**src/rtl/stepdown_state_rx.sv**
```systemverilog
// stepdown_state_rx: synchronises, deglitches and re-inverts the inverted stepdown core-state line.
// Optional macro STEPDOWN_STATE_RX_GLITCH_CNT_EN adds an 8-bit saturating glitch_cnt output.
module stepdown_state_rx #(
    parameter int SYNC_STAGES     = 2,
    parameter int DEGLITCH_CYCLES = 4,
    parameter int CNT_W           = 8
) (
    input  logic             CELCLK,
    input  logic             CELRSTN,
    input  logic             CELV,
    input  logic             CELG,
    input  logic             SUB,
    input  logic             i,
    input  logic             en,
    input  logic             clr,
    output logic             o,
    output logic             rise,
    output logic             fall,
    output logic             glitch,
    output logic [CNT_W-1:0] evt_cnt,
`ifdef STEPDOWN_STATE_RX_GLITCH_CNT_EN
    output logic [7:0]       glitch_cnt,
`endif
    output logic             evt_ovf
);

    localparam int QW = (DEGLITCH_CYCLES > 2) ? $clog2(DEGLITCH_CYCLES) : 1;
    localparam logic [QW-1:0]    Q_ONE   = QW'(1);
    localparam logic [QW-1:0]    Q_LAST  = QW'(DEGLITCH_CYCLES - 1);
    localparam logic [CNT_W-1:0] CNT_ONE = CNT_W'(1);

    typedef enum logic [1:0] {
        LOW     = 2'd0,
        QUAL_HI = 2'd1,
        HIGH    = 2'd2,
        QUAL_LO = 2'd3
    } state_t;

    state_t                 state, state_next;
    logic [QW-1:0]          q, q_next;
    logic                   o_next, rise_next, fall_next, glitch_next;
    logic [SYNC_STAGES-1:0] sync;
    logic                   s;

    // Supply and substrate pins carry no logic; they are only folded here.
    logic unused_pins;
    assign unused_pins = ^{CELV, CELG, SUB};

    // Idle line is high (recovered low), so the synchroniser resets to ones.
    always_ff @(posedge CELCLK) begin
        // NOTE: sequential state uses non-blocking assignments so every flop samples pre-edge values.
        if (!CELRSTN) begin
            sync <= '1;
        end else begin
            sync <= {sync[SYNC_STAGES-2:0], i};
        end
    end

    assign s = ~sync[SYNC_STAGES-1];

    always_ff @(posedge CELCLK) begin
        if (!CELRSTN) begin
            state  <= LOW;
            q      <= '0;
            o      <= 1'b0;
            rise   <= 1'b0;
            fall   <= 1'b0;
            glitch <= 1'b0;
        end else begin
            state  <= state_next;
            q      <= q_next;
            o      <= o_next;
            rise   <= rise_next;
            fall   <= fall_next;
            glitch <= glitch_next;
        end
    end

    always_comb begin
        // NOTE: defaults first so no branch leaves a signal unassigned and infers a latch.
        state_next  = state;
        q_next      = q;
        o_next      = o;
        rise_next   = 1'b0;
        fall_next   = 1'b0;
        glitch_next = 1'b0;

        if (!en) begin
            // Forced drop of o is silent: no fall pulse.
            state_next = LOW;
            q_next     = '0;
            o_next     = 1'b0;
        end else begin
            unique case (state)
                LOW: begin
                    if (s) begin
                        if (DEGLITCH_CYCLES == 1) begin
                            state_next = HIGH;
                            o_next     = 1'b1;
                            rise_next  = 1'b1;
                        end else begin
                            state_next = QUAL_HI;
                            q_next     = Q_ONE;
                        end
                    end
                end
                QUAL_HI: begin
                    if (!s) begin
                        state_next  = LOW;
                        q_next      = '0;
                        glitch_next = 1'b1;
                    end else if (q == Q_LAST) begin
                        state_next = HIGH;
                        q_next     = '0;
                        o_next     = 1'b1;
                        rise_next  = 1'b1;
                    end else begin
                        q_next = q + Q_ONE;
                    end
                end
                HIGH: begin
                    if (!s) begin
                        if (DEGLITCH_CYCLES == 1) begin
                            state_next = LOW;
                            o_next     = 1'b0;
                            fall_next  = 1'b1;
                        end else begin
                            state_next = QUAL_LO;
                            q_next     = Q_ONE;
                        end
                    end
                end
                QUAL_LO: begin
                    if (s) begin
                        state_next  = HIGH;
                        q_next      = '0;
                        glitch_next = 1'b1;
                    end else if (q == Q_LAST) begin
                        state_next = LOW;
                        q_next     = '0;
                        o_next     = 1'b0;
                        fall_next  = 1'b1;
                    end else begin
                        q_next = q + Q_ONE;
                    end
                end
                default: begin
                    state_next = LOW;
                    q_next     = '0;
                    o_next     = 1'b0;
                end
            endcase
        end
    end

    // Counter advances on the same edge that registers rise; clr takes priority.
    always_ff @(posedge CELCLK) begin
        if (!CELRSTN) begin
            evt_cnt <= '0;
            evt_ovf <= 1'b0;
        end else if (clr) begin
            evt_cnt <= '0;
            evt_ovf <= 1'b0;
        end else if (rise_next) begin
            if (evt_cnt == '1) begin
                evt_ovf <= 1'b1;
            end else begin
                evt_cnt <= evt_cnt + CNT_ONE;
            end
        end
    end

`ifdef STEPDOWN_STATE_RX_GLITCH_CNT_EN
    always_ff @(posedge CELCLK) begin
        if (!CELRSTN) begin
            glitch_cnt <= '0;
        end else if (clr) begin
            glitch_cnt <= '0;
        end else if (glitch_next && glitch_cnt != 8'hFF) begin
            glitch_cnt <= glitch_cnt + 8'd1;
        end
    end
`endif

endmodule

```
**config.mk**
```make
export PLATFORM = sky130hd
export DESIGN_NAME = stepdown_state_rx
export DESIGN_NICKNAME = d
export VERILOG_FILES = /design/src/rtl/stepdown_state_rx.sv
export SDC_FILE = /design/constraint.sdc
export NUM_CORES = 1
export LEC_CHECK = 0
export CAP_MARGIN = 15
export CORE_ASPECT_RATIO = 1.25
export CORE_MARGIN = 1.5
export CORE_UTILIZATION = 49
export CTS_BUF_LIST = sky130_fd_sc_hd__clkbuf_8
export DETAILED_ROUTE_END_ITERATION = 7
export PLACE_DENSITY = 0.8
export SLEW_MARGIN = 10
export SYNTH_ARGS = -nofsm -noshare
export SYNTH_HDL_FRONTEND = slang
export SYNTH_SLANG_ARGS = --single-unit
```
**constraint.sdc**
```tcl
create_clock -name CELCLK -period 1.8 [get_ports CELCLK]
set_input_delay 0.36 -clock CELCLK [delete_from_list [all_inputs] [get_ports CELCLK]]
set_output_delay 0.36 -clock CELCLK [all_outputs]
set_load 0.05 [all_outputs]
```
==> impl_results.md, run 1 <==
* GRT overflow at 0
* Setup TNS at 0 ns
* Clock root cell: clkbuf_8
* Power Dens Cells at 714 mW/mm^2
* DIE AREA at 0.00198 sq mm
* Layout overhead on the synthesized area at 23.9%
* Reg2reg start: evt_cnt[0]
* First-pass GRT wire length at 2670 um
* Final Hold Viols at 0
* Setup-failing EPs final at 0
* Comb pwr share at 4.0%
* Worst hold path class: flop to flop
* Post-CTS Resized at 0
* Mapped Cells at 88
* Post-DR wirelength/cell at 12.9 um
* Clock transition at the registers of the reported paths at 0.07 ns
* Commonest non-fill, non-tap cell in the layout: dfxtp_1
* Sequential power share at 57.1%
* First-iteration detailed-routing DRC count at 14
* Chip height at 49.4 um
* Largest net degree at the start of global routing at 11
* Row count at 16
* Number of global-route vias before repair at 649
* Die Wd at 40.1 um
* Number of remaining DRC errors at 0
* Share of cells above drive strength 1 at 23.1%
* Post-CTS Hold Buffers at 0
* Top Ports at 21
* Period minus WS final at 1.60 ns
* Switching power at 156 uW
* RSZ-0062 raised after global routing: no
* Max clock buf depth at 2
* Initial antenna violation count at 0
* Clock skew at 0.00337 ns
* Status: finished clean
* Crit path DAT at 1.74 ns
* Startpoint of the worst hold path: sync[0]
* Final wirelength at 1630 um
* Flop and latch count out of synthesis at 19
* Gp weighted congestion at 0.705
* NumNets Final at 120
* ANT cells at 0
* Critical path startpoint category: flop
* Max Fanout on Critical Path at 7
* Drt pass-1 iters at 4
* Initial core utilization at 53.3%
* Yosys warning count at 0
* Post-synthesis net count at 99
* HPWL after DPL at 1260 um
* Power Internal at 591 uW
* Max Transition Viols Final at 0
* Post-Syn Area at 843 sq um
* Overall power at 746 uW
* Fin crit share at 89.0%
* CP Class: flop to flop
* CTS Buf Count at 3
* Maximum clock frequency at 624 MHz
* Post-CTS Setup Bufs at 0
* Beginning of the critical path: evt_cnt[0]
* Worst-Margin Slew at 0.363 ns
* Register area share after synthesis at 45.1%
* Post-route cell area at 0.00104 sq mm
* Relative slew slack at 75.6%
* Worst path required time at 1.94 ns
* Worst setup EP type: flop
* Netlist cell types at 34
* Core Region at 0.00158 sq mm
* Static Leak at 0.456 nW
* Mean Syn Cell Area at 9.58 sq um
* Worst vdd ir at 0.552 mV
* Clock network power share at 38.9%
* Antenna-violating nets left at 0
* CTS tree: built
* Placed Area at 1000 sq um
* TritonCTS Sinks at 19
* Total GRT Usage at 19.4%
* Max Cap Viol at 0
* Net Sw Frac at 20.9%
* DR vias/cell at 5.63
* Via count at 709
* Most frequent cells in the layout: dfxtp_1 (19), buf_4 (16), nor2_1 (9), nand3_1 (8), a21oi_1 (5)
* Max H-tree Level at 1
* Clock Latency Late Sink at 0.25 ns
* Port buffer count at 17
[stage by stage]
step	utilization [%]	setup slack (ns)	hold WS, ns	cells
global route	66.1	0.0736	0.433	126
CTS	66.1	0.176	0.424	126
finish	66.1	0.197	0.416	126
detailed placement	63.2	0.0500	0.402	122
floorplan	-	0.0293	0.386	88
global placement	63.2	0.0729	0.393	122
[critical path, stage by stage, from the launching register on]
cell and delay, ns:
dfxtp_1 0.39, ha_1 0.25, nand3_1 0.18, o211ai_4 0.27, buf_4 0.17, mux2i_1 0.17
nor2_1 0.05
[power groups by stage]
stage	clock [mW]	combinational (mW)	sequential [mW]
2_1_floorplan	0	0.0178	0.434
3_3_place_gp	0	0.0296	0.436
3_5_place_dp	0	0.0303	0.436
4_1_cts	0.299	0.0304	0.426
5_1_grt	0.312	0.0327	0.426
6_report	0.290	0.0302	0.426
[per-layer routing]
metal / GRT usage (%) / part of all wire, %
met1: 21.7 / 40
met2: 32.8 / 54
met3: 2.74 / 3.6
met4: 10.3 / 1.8
met5: 0 / 0
[kinds of logic (layout without fill, tap and decap cells)]
kind of cell | Yosys count | in the layout | synth area share [%]
compound gates | 15 | 15 | 13.7
buf+inv | 5 | 25 | 3.56
flops | 19 | 19 | 45.1
fa+ha+maj | 3 | 3 | 4.45
xor+xnor | 4 | 4 | 4.16
simple gates | 40 | 40 | 26.6
mux | 2 | 2 | 2.52
[Yosys cell counts]
cell / number / area (sq um)
dfxtp_1: 19 / 380
nor2_1: 9 / 33.8
nand3_1: 8 / 40.0
a21oi_1: 5 / 25.0
nand2_1: 4 / 15.0
nand2b_1: 4 / 25.0
nor4_1: 4 / 25.0
ha_1: 3 / 37.5
nand3b_1: 3 / 22.5
xor2_1: 3 / 26.3
o21ai_0: 2 / 10.0
or3_1: 2 / 12.5
a211oi_1: 1 / 7.51
a311oi_1: 1 / 8.76
and2b_2: 1 / 8.76
and3_1: 1 / 6.26
and3_2: 1 / 7.51
and3b_2: 1 / 10.0
buf_1: 1 / 3.75
buf_4: 1 / 7.51
buf_6: 1 / 11.3
clkbuf_1: 1 / 3.75
inv_1: 1 / 3.75
mux2_2: 1 / 11.3
mux2i_1: 1 / 10.0
nand4_2: 1 / 12.5
nor3_1: 1 / 5.00
o2111ai_1: 1 / 8.76
o211a_1: 1 / 10.0
o211ai_4: 1 / 21.3
o21a_1: 1 / 7.51
o21bai_1: 1 / 7.51
o31a_1: 1 / 8.76
xnor2_1: 1 / 8.76
[final timing paths]
kind                     end  slack [ns]  cells past startpoint
hold reg to reg      sync[1]        0.42                      1
setup reg to reg  evt_cnt[1]        0.20                      6
hold / removal       sync[1]        0.42                      1
setup / recovery  evt_cnt[1]        0.20                      6
[cell type report]
type | count | area, sq um
sequential | 19 | 380
timing repair buffer | 20 | 160
clock inverter | 1 | 3.75
multi-input combinational | 64 | 433
fill | 127 | 537
clock buffer | 3 | 41.3
inverter | 1 | 3.75
tap | 18 | 22.5
[flip-flops by register name, summed over array words and instances (netlist names), named ones only]
signal,flops
evt_cnt,8
evt_ovf,1
fall,1
glitch,1
o,1
q,2
rise,1
state,1
sync,2
Note: power is estimated with default switching activity, not from simulation.
==> run 2: changes to the inputs <==
--- a/config.mk
+++ b/config.mk
@@ -16,3 +16,4 @@
 export SYNTH_ARGS = -nofsm -noshare
 export SYNTH_HDL_FRONTEND = slang
 export SYNTH_SLANG_ARGS = --single-unit
+export TNS_END_PERCENT = 30
==> results of run 2 <==
The final DEF is identical to that of run 1; final timing and power are the same.
==> run 3: changes to the inputs <==
--- a/config.mk
+++ b/config.mk
@@ -7,7 +7,6 @@
 export LEC_CHECK = 0
 export CAP_MARGIN = 15
 export CORE_ASPECT_RATIO = 1.25
-export CORE_MARGIN = 1.5
 export CORE_UTILIZATION = 49
 export CTS_BUF_LIST = sky130_fd_sc_hd__clkbuf_8
 export DETAILED_ROUTE_END_ITERATION = 7
==> run 3 against run 2 <==
Against the previous run: combinational power decreased by 5%; critical path depth stayed put; via count is 1.8% lower; maximum frequency decreased by 0.60%; die area is 4.5% lower; count of clock-buffer cells in the layout unchanged; largest power group unchanged.
==> impl_results.md, run 3 (same netlist as run 1, synthesis figures left out) <==
* Setup-failing EPs final at 0 (unchanged)
* Placed Area at 992 sq um (-0.75%)
* Share of cells above drive strength 1 at 22.4% (-0.72 points)
* Layout overhead on the synthesized area at 23.0%
* Max H-tree Level at 1 (unchanged)
* Post-CTS Hold Buffers at 0 (unchanged)
* Clock transition at the registers of the reported paths at 0.07 ns (about the same)
* First-iteration detailed-routing DRC count at 8 (-6)
* Relative slew slack at 76.1% (+0.48 points)
* Power Dens Cells at 715 mW/mm^2 (about the same)
* Reg2Reg Depth at 6 (unchanged)
* DIE AREA at 0.00189 sq mm (-4.5%)
* Port buffer count at 17 (unchanged)
* Worst vdd ir at 0.626 mV (+13%)
* Top Ports at 21 (unchanged)
* CTS tree: built
* Clock root cell: clkbuf_8
* Row count at 16 (unchanged)
* Max Transition Viols Final at 0 (unchanged)
* Maximum clock frequency at 620 MHz (-0.60%)
* Final wirelength at 1510 um (-7.5%)
* Clock skew at 0.00514 ns (+0.00177 ns)
* CP Class: flop to flop
* Post-DR wirelength/cell at 12.1 um (-6.8%)
* Final Hold Viols at 0 (unchanged)
* Die Wd at 39.1 um (-2.5%)
* Post-route cell area at 0.00104 sq mm (-0.72%)
* Max Cap Viol at 0 (unchanged)
* Final worst setup slack at 0.188 ns (-0.00959 ns)
* RSZ-0062 raised after global routing: no
* Total GRT Usage at 18.5% (-0.87 points)
* DR vias/cell at 5.57 (-1.0%)
* CTS Buf Count at 3 (unchanged)
* Area occupied by multi-input gates at 433 sq um (unchanged)
* Hold WS at 0.417 ns (+0.00106 ns)
* Initial antenna violation count at 0 (unchanged)
* Setup TNS at 0 ns (unchanged)
* Biggest regs: evt_cnt (8), q (2), sync (2)
* Static Leak at 0.451 nW (-1.2%)
* HPWL after DPL at 1150 um (-9.1%)
* Max Fanout on Critical Path at 7 (unchanged)
* Via count at 696 (-1.8%)
* Worst setup EP type: flop
* First-pass GRT wire length at 2500 um (-6.5%)
* Largest net degree at the start of global routing at 11 (unchanged)
* Initial core utilization at 53.3% (unchanged)
* Hold Path Depth at 1 (unchanged)
* Post-CTS Setup Bufs at 0 (unchanged)
* Register Area at 380 sq um (unchanged)
* Number of flip-flops in the largest register at 8 (unchanged)
* GRT overflow at 0 (unchanged)
* Fin crit share at 89.6% (+0.53 points)
* Period minus WS final at 1.61 ns (+0.00959 ns)
* Critical path startpoint category: flop
* Core Region at 0.00158 sq mm (unchanged)
* # fillers at 130 (+2.4%)
* Max clock buf depth at 2 (unchanged)
* Worst path required time at 1.93 ns (about the same)
* Antenna-violating nets left at 0 (unchanged)
* Worst slack at placement at 0.0637 ns (+0.0137 ns)
* Drt pass-1 iters at 4 (unchanged)
* TritonCTS Sinks at 19 (unchanged)
* Status: finished clean
* ANT cells at 0 (unchanged)
* Clock Latency Late Sink at 0.25 ns (about the same)
* Gp weighted congestion at 0.729 (+3.4%)
* Post-CTS Resized at 0 (unchanged)
* Crit path DAT at 1.75 ns (about the same)
* Chip height at 48.4 um (-2.0%)
* Commonest non-fill, non-tap cell in the layout: dfxtp_1
* Number of global-route vias before repair at 609 (-6.2%)
* Most flop-heavy register: evt_cnt
* Worst hold path class: flop to flop
* Most frequent cells in the layout: dfxtp_1 (19), buf_4 (15), nor2_1 (9), nand3_1 (8), a21oi_1 (5)
* Number of remaining DRC errors at 0 (unchanged)
* Worst-Margin Slew at 0.356 ns (-0.00711 ns)
* NumNets Final at 119 (-0.83%)
==> run 3: cell count changes in the layout (fill, tap and decap cells not counted) <==
cell,change
buf_4,-1
==> run 3: final timing paths <==
check	from	endpoint	slack, ns
setup reg to reg	evt_cnt[0]	evt_cnt[1]	0.19
hold / removal	sync[0]	sync[1]	0.42
hold reg to reg	sync[0]	sync[1]	0.42
setup / recovery	evt_cnt[0]	evt_cnt[1]	0.19
==> run 3: cell type report <==
cell class / count / share of cell area, %
Inverter: 1 / 0.362
Sequential cell: 19 / 36.7
Clock buffer: 3 / 3.98
Clock inverter: 1 / 0.362
Multi-Input combinational cell: 64 / 41.7
Tap cell: 18 / 2.17
Timing Repair Buffer: 19 / 14.7
==> run 3: worst max-delay path, stage by stage (launching register included) <==
cell      delay [ns]
dfxtp_1         0.39
ha_1            0.26
nand3_1         0.18
o211ai_4        0.27
buf_4           0.17
mux2i_1         0.18
nor2_1          0.05
==> run 3: power breakdown <==
group          switching [mW]  leakage (nW)  internal [mW]  total (mW)
Clock                   0.135        0.0269          0.151       0.286
Sequential            0.00341         0.154          0.423       0.427
Combinational          0.0134         0.270         0.0154      0.0288
==> run 3: routing by layer <==
metal	track usage, %	part of all wire, %	up-vias
met5	0	0	-
met4	8.62	1.5	0
met3	4.13	3.3	4
met2	30.8	52	16
met1	21.4	43	323
li1	-	-	353
==> run 3: per-stage QoR <==
| step | std cells | utilization [%] | power (mW) |
|---|---|---|---|
| after floorplan | 88 | - | 0.452 |
| after global placement | 121 | 62.7 | 0.465 |
| after detailed placement | 121 | 62.7 | 0.465 |
| after CTS | 125 | 65.6 | 0.749 |
| after global routing | 125 | 65.6 | 0.779 |
| final | 125 | 65.6 | 0.742 |
